==> config.mk <==
export PLATFORM = sky130hd
export DESIGN_NAME = muldiv_mips
export DESIGN_NICKNAME = d
export VERILOG_FILES = /design/src/rtl/muldiv_mips.sv
export SDC_FILE = /design/constraint.sdc
export NUM_CORES = 1
export LEC_CHECK = 0
export ABC_CLOCK_PERIOD_IN_PS = 5900
export BUFFER_PORTS_ARGS = -buffer_cell sky130_fd_sc_hd__buf_2
export CORE_MARGIN = 1
export CORE_UTILIZATION = 64
export DETAILED_ROUTE_END_ITERATION = 12
export GPL_ROUTABILITY_DRIVEN = 0
export PLACE_DENSITY = 0.88
export SLEW_MARGIN = 20
export SYNTH_ARGS = -nofsm -noshare
export SYNTH_HDL_FRONTEND = slang
export SYNTH_SLANG_ARGS = --single-unit
==> constraint.sdc <==
create_clock -name clk -period 5.9 [get_ports clk]
set_input_delay 0.59 -clock clk [delete_from_list [all_inputs] [get_ports clk]]
set_output_delay 0.59 -clock clk [all_outputs]
set_load 0.005 [all_outputs]
==> src/rtl/muldiv_mips.sv <==
// Iterative MIPS HI/LO multiply/divide unit: 32-step shift-add multiply and restoring divide.
// Define MULDIV_DIV_EN to build the divider; without it DIV/DIVU complete at once with HI/LO untouched.
module muldiv_mips (
  input  logic        clk,
  input  logic        reset,
  input  logic        start,
  input  logic [1:0]  op,
  input  logic [31:0] rs_data,
  input  logic [31:0] rt_data,
  input  logic        mthi,
  input  logic        mtlo,
  output logic        busy,
  output logic        done,
  output logic [31:0] hi,
  output logic [31:0] lo
);

  localparam logic [1:0] S_IDLE = 2'b00;
  localparam logic [1:0] S_RUN  = 2'b01;
  localparam logic [1:0] S_DONE = 2'b10;

  // Magnitude of an operand; unsigned ops (op[0]=1) pass through untouched.
  function automatic logic [31:0] mag32(input logic [31:0] x, input logic is_signed);
    if (is_signed && x[31]) begin
      mag32 = 32'd0 - x;
    end else begin
      mag32 = x;
    end
  endfunction

  logic [1:0]  state_q, state_d;
  logic [5:0]  cnt_q, cnt_d;
  logic [63:0] p_q, p_d;
  logic [31:0] a_q, a_d;
  logic        sa_q, sa_d;
  logic        sb_q, sb_d;
  logic [31:0] hi_q, hi_d;
  logic [31:0] lo_q, lo_d;

  logic [32:0] mul_sum;
  logic [63:0] mul_next;
  logic [63:0] iter_next;
  logic [63:0] prod_res;
  logic [31:0] commit_hi;
  logic [31:0] commit_lo;
  logic        accept;

`ifdef MULDIV_DIV_EN
  logic        is_div_q, is_div_d;
  logic [31:0] b_q, b_d;
  logic [31:0] rs_q, rs_d;
  logic [32:0] rem_shift;
  logic [33:0] diff;
  logic [63:0] div_next;
`endif

  // One iteration step. Multiply: p = {acc, multiplier}; divide: p = {remainder, dividend/quotient}.
  always_comb begin
    mul_sum  = {1'b0, p_q[63:32]} + (p_q[0] ? {1'b0, a_q} : 33'd0);
    mul_next = {mul_sum, p_q[31:1]};
`ifdef MULDIV_DIV_EN
    rem_shift = {p_q[63:32], p_q[31]};
    diff      = {1'b0, rem_shift} - {2'b00, b_q};
    if (diff[33]) begin
      div_next = {rem_shift[31:0], p_q[30:0], 1'b0};
    end else begin
      div_next = {diff[31:0], p_q[30:0], 1'b1};
    end
    if (is_div_q) begin
      iter_next = div_next;
    end else begin
      iter_next = mul_next;
    end
`else
    iter_next = mul_next;
`endif
  end

  // Sign-correct the final iteration into the values committed to HI/LO.
  always_comb begin
    if (sa_q ^ sb_q) begin
      prod_res = 64'd0 - iter_next;
    end else begin
      prod_res = iter_next;
    end
    commit_hi = prod_res[63:32];
    commit_lo = prod_res[31:0];
`ifdef MULDIV_DIV_EN
    if (is_div_q) begin
      if (b_q == 32'd0) begin
        commit_hi = rs_q;
        commit_lo = 32'hFFFF_FFFF;
      end else begin
        commit_lo = (sa_q ^ sb_q) ? (32'd0 - iter_next[31:0]) : iter_next[31:0];
        commit_hi = sa_q ? (32'd0 - iter_next[63:32]) : iter_next[63:32];
      end
    end else begin
      commit_hi = prod_res[63:32];
      commit_lo = prod_res[31:0];
    end
`endif
  end

  assign accept = start && (state_q != S_RUN);

  // Next-state logic: FSM, operand capture, iteration, commit and mthi/mtlo writes.
  always_comb begin
    state_d = state_q;
    cnt_d   = cnt_q;
    p_d     = p_q;
    a_d     = a_q;
    sa_d    = sa_q;
    sb_d    = sb_q;
    hi_d    = hi_q;
    lo_d    = lo_q;
`ifdef MULDIV_DIV_EN
    is_div_d = is_div_q;
    b_d      = b_q;
    rs_d     = rs_q;
`endif
    case (state_q)
      S_RUN: begin
        p_d   = iter_next;
        cnt_d = cnt_q + 6'd1;
        if (cnt_q == 6'd31) begin
          state_d = S_DONE;
          cnt_d   = 6'd0;
          hi_d    = commit_hi;
          lo_d    = commit_lo;
        end else begin
          state_d = S_RUN;
        end
      end
      S_IDLE, S_DONE: begin
        state_d = S_IDLE;
        if (accept) begin
          cnt_d = 6'd0;
          a_d   = mag32(rs_data, ~op[0]);
          sa_d  = ~op[0] & rs_data[31];
          sb_d  = ~op[0] & rt_data[31];
`ifdef MULDIV_DIV_EN
          is_div_d = op[1];
          b_d      = mag32(rt_data, ~op[0]);
          rs_d     = rs_data;
          p_d      = op[1] ? {32'd0, mag32(rs_data, ~op[0])} : {32'd0, mag32(rt_data, ~op[0])};
          state_d  = S_RUN;
`else
          p_d      = {32'd0, mag32(rt_data, ~op[0])};
          state_d  = op[1] ? S_DONE : S_RUN;
`endif
        end else begin
          if (mthi) begin
            hi_d = rs_data;
          end else begin
            hi_d = hi_q;
          end
          if (mtlo) begin
            lo_d = rs_data;
          end else begin
            lo_d = lo_q;
          end
        end
      end
      default: begin
        state_d = S_IDLE;
        cnt_d   = 6'd0;
      end
    endcase
  end

  // State registers with synchronous reset; reset aborts any operation without a commit.
  always_ff @(posedge clk) begin
    if (reset) begin
      state_q <= S_IDLE;
      cnt_q   <= 6'd0;
      p_q     <= 64'd0;
      a_q     <= 32'd0;
      sa_q    <= 1'b0;
      sb_q    <= 1'b0;
      hi_q    <= 32'd0;
      lo_q    <= 32'd0;
`ifdef MULDIV_DIV_EN
      is_div_q <= 1'b0;
      b_q      <= 32'd0;
      rs_q     <= 32'd0;
`endif
    end else begin
      state_q <= state_d;
      cnt_q   <= cnt_d;
      p_q     <= p_d;
      a_q     <= a_d;
      sa_q    <= sa_d;
      sb_q    <= sb_d;
      hi_q    <= hi_d;
      lo_q    <= lo_d;
`ifdef MULDIV_DIV_EN
      is_div_q <= is_div_d;
      b_q      <= b_d;
      rs_q     <= rs_d;
`endif
    end
  end

  assign busy = (state_q == S_RUN);
  assign done = (state_q == S_DONE);
  assign hi   = hi_q;
  assign lo   = lo_q;

endmodule

==> metrics.md <==
| Metric | Value |
|---|---|
| CP peak stage delay | 0.76 ns |
| Synth Flop Type | dfxtp_1 |
| Worst skew pair latency | 0.44 ns |
| Critical path's most frequent cell | nand2_1 |
| Vias per cell | 6.67 |
| CTS resizes | 0 |
| Slew Limit Fails | 0 |
| Area of the mapped netlist | 11700 um2 |
| Post-synth EDFFs | 0 |
| Commonest non-fill, non-tap cell in the layout | nor2_1 |
| Setup TNS | 0 ns |
| Most frequent cells in the layout | nor2_1 (225), a21oi_1 (189), dfxtp_1 (169) |
| Longest Clk Path Bufs | 2 |
| Initial antenna violation count | 0 |
| Crit path max-delay family | simple AND/OR/NAND/NOR gates |
| CP Class | flip-flop to flip-flop |
| Die ar. | 18800 um2 |
| CTS clock-pin slew for the worst setup and hold paths | 0.07 ns |
| Fmax | 205 MHz |
| Initial core utilization | 65.2% |
| Ys async rst share | 0% |
| Final setup viols | 0 |
| Overall die width | 137 um |
| Dpl hpwl | 26300 um |
| Crit Path Max Fanout | 19 |
| Crit path DAT | 5.20 ns |
| Measured slew at the worst slew-check pin | 1.09 ns |
| Number of global-route vias before repair | 11000 |
| Critical path endpoint category | flip-flop |
| DR vias | 12600 |
| First-pass GRT wire length | 57000 um |
| Pin count of the biggest net entering global routing | 81 |
| Status | completed |
| Synthesized flop and latch total | 170 |
| Placed instance area | 12400 um2 |
| H-tree levels | 4 |
| Storage element area | 3410 um2 |
| RSZ-0062 raised after global routing | false |
| Slowest CP cell | dfxtp_1 |
| Worst Path Required | 6.23 ns |
| Power Dens Cells | 235 nW/um2 |
| Clk root buf | clkbuf_16 |
| I/O Buffers | 136 |
| Inserted Clock Buffers | 17 |
| Hold_buf cts | 0 |
| Global Route Usage Sum | 39.4% |
| Hold crit path type | input port to flip-flop |
| Layout fillers | 1377 |
| Post-route design area | 13000 um2 |
| Row cnt | 49 |
| Grt total ovfl | 0 |
| Post-CTS setup buffers | 0 |
| Num ports | 137 |
| Area Growth Syn to Fin | 10.9% |
| Drt first pass iters | 6 |
| YS warnings | 0 |
| Cell Chain, Critical Path | buf_4, and2_1, ha_1, nand2_1, nor3_1, nand2_1, o311ai_1, a21oi_1, xnor2_1, or4_4, or4_1, mux2i_1, nor2_1 |
| Layout Utilization | 72.4% |
| Wire length per cell | 19.6 um |
| Die Y | 137 um |
| Fin. Hold Viols | 0 |
| Core area | 17900 um2 |
| Pwr Total | 3040 uW |
| Max Cap Viol | 0 |
| Gate Count Post-Synth | 1588 |
| Startpoint types | flip-flop |
| Clk sinks | 170 |
| Clock skew | 0.00924 ns |
| Nets | 1757 |
| Period utilization | 82.5% |
| Avg Inst Size Synth | 7.35 um2 |
| CTS tree | done |
| Share of layout cells above drive strength 1 | 12.2% |
| Synth cell types | 73 |
| Synth Net Count | 1696 |
| Multi-input logic area | 7840 um2 |
| DR iter-0 viols | 1544 |
| Fin crit period | 4.87 ns |
| Post-DRT Antenna Nets | 0 |
| Register area share after synthesis | 29.1% |
| Slew margin rel. | 27.4% |
| Bufs and invs on worst path | 1 |
| Detailed Route WL | 37200 um |
| Remaining DRCs | 0 |
| LEAKAGE | 0.00518 uW |
| VDD IR-drop max | 0.237 mV |
==> flip-flops by register name, indices dropped and copies added, names as in the netlist <==
name / cells
sb_q: 1
a_q: 32
hi: 32
state_q: 2
cnt_q: 6
lo: 32
p_q: 64
sa_q: 1
==> cells in the mapped netlist (all sizes together), types with 17 or more instances <==
cell,number,area [um2]
nor4,26,169
nand2,152,571
and2,40,250
nand2b,19,119
and3,19,124
a21oi,191,956
inv,21,78.8
xor2,49,429
dfxtp,170,3400
nor3,24,120
a22oi,31,233
o21ai,87,435
xnor2,76,666
nor2,226,848
nand3,17,85.1
ha,36,450
a311oi,18,158
or3,21,131
a211oi,64,490
clkbuf,95,357
a21o,17,128
==> metal layers <==
metal	vias to the layer above	track usage, %	part of all wire, %
met1	5743	49.5	39
met2	802	60.2	44
met3	193	8.44	10
met5	-	0	0
met4	0	27.4	7.1
li1	5875	-	-
==> final cells by class <==
cell class,instances,area share (%)
multi-input combinational,1290,60.5
sequential,170,26.3
timing repair buffer,149,6.03
clock buffer,25,3.90
tap,229,2.21
inverter,21,0.609
clock inverter,7,0.425
antenna,1,0.0193
==> stage by stage <==
stage | hold slack (ns) | setup slack (ns) | std cells
floorplan | 0.427 | 2.07 | 1588
global placement | 0.439 | 1.45 | 1859
detailed placement | 0.445 | 1.29 | 1859
CTS | 0.413 | 1.27 | 1891
global route | 0.423 | 0.839 | 1891
finish | 0.419 | 1.03 | 1892
==> worst min-delay path: cells and delay by family <==
family,cells,cell delay (ns)
AND/OR/NAND/NOR,1,0.08
AO/OA/AOI/OAI,1,0.06
buffers and inverters,1,0.09
==> power breakdown <==
group          switching, uW  leakage (uW)  internal, uW
Combinational            423       0.00352           238
Sequential              79.8       0.00139          1220
Clock                    486      0.000271           600
Total                    989       0.00518          2060
==> final timing paths <==
path / from / end / slack (ns) / depth (start not counted)
worst max register to register: p_q[0] / hi[31] / 1.03 / 13
worst min register to register: a_q[25] / a_q[25] / 0.46 / 2
worst min-delay path: op[1] / state_q[1] / 0.42 / 3
worst max-delay path: p_q[0] / hi[31] / 1.03 / 13
==> cell families after synthesis <==
group	synth area share (%)
AND/OR/NAND/NOR	25.1
AO/OA/AOI/OAI	27.5
flip-flops	29.1
buffers and inverters	4.22
XOR/XNOR	9.38
adder cells (fa/ha/maj)	4.03
multiplexers	0.697
No activity file was read; power rests on OpenSTA's default activity.
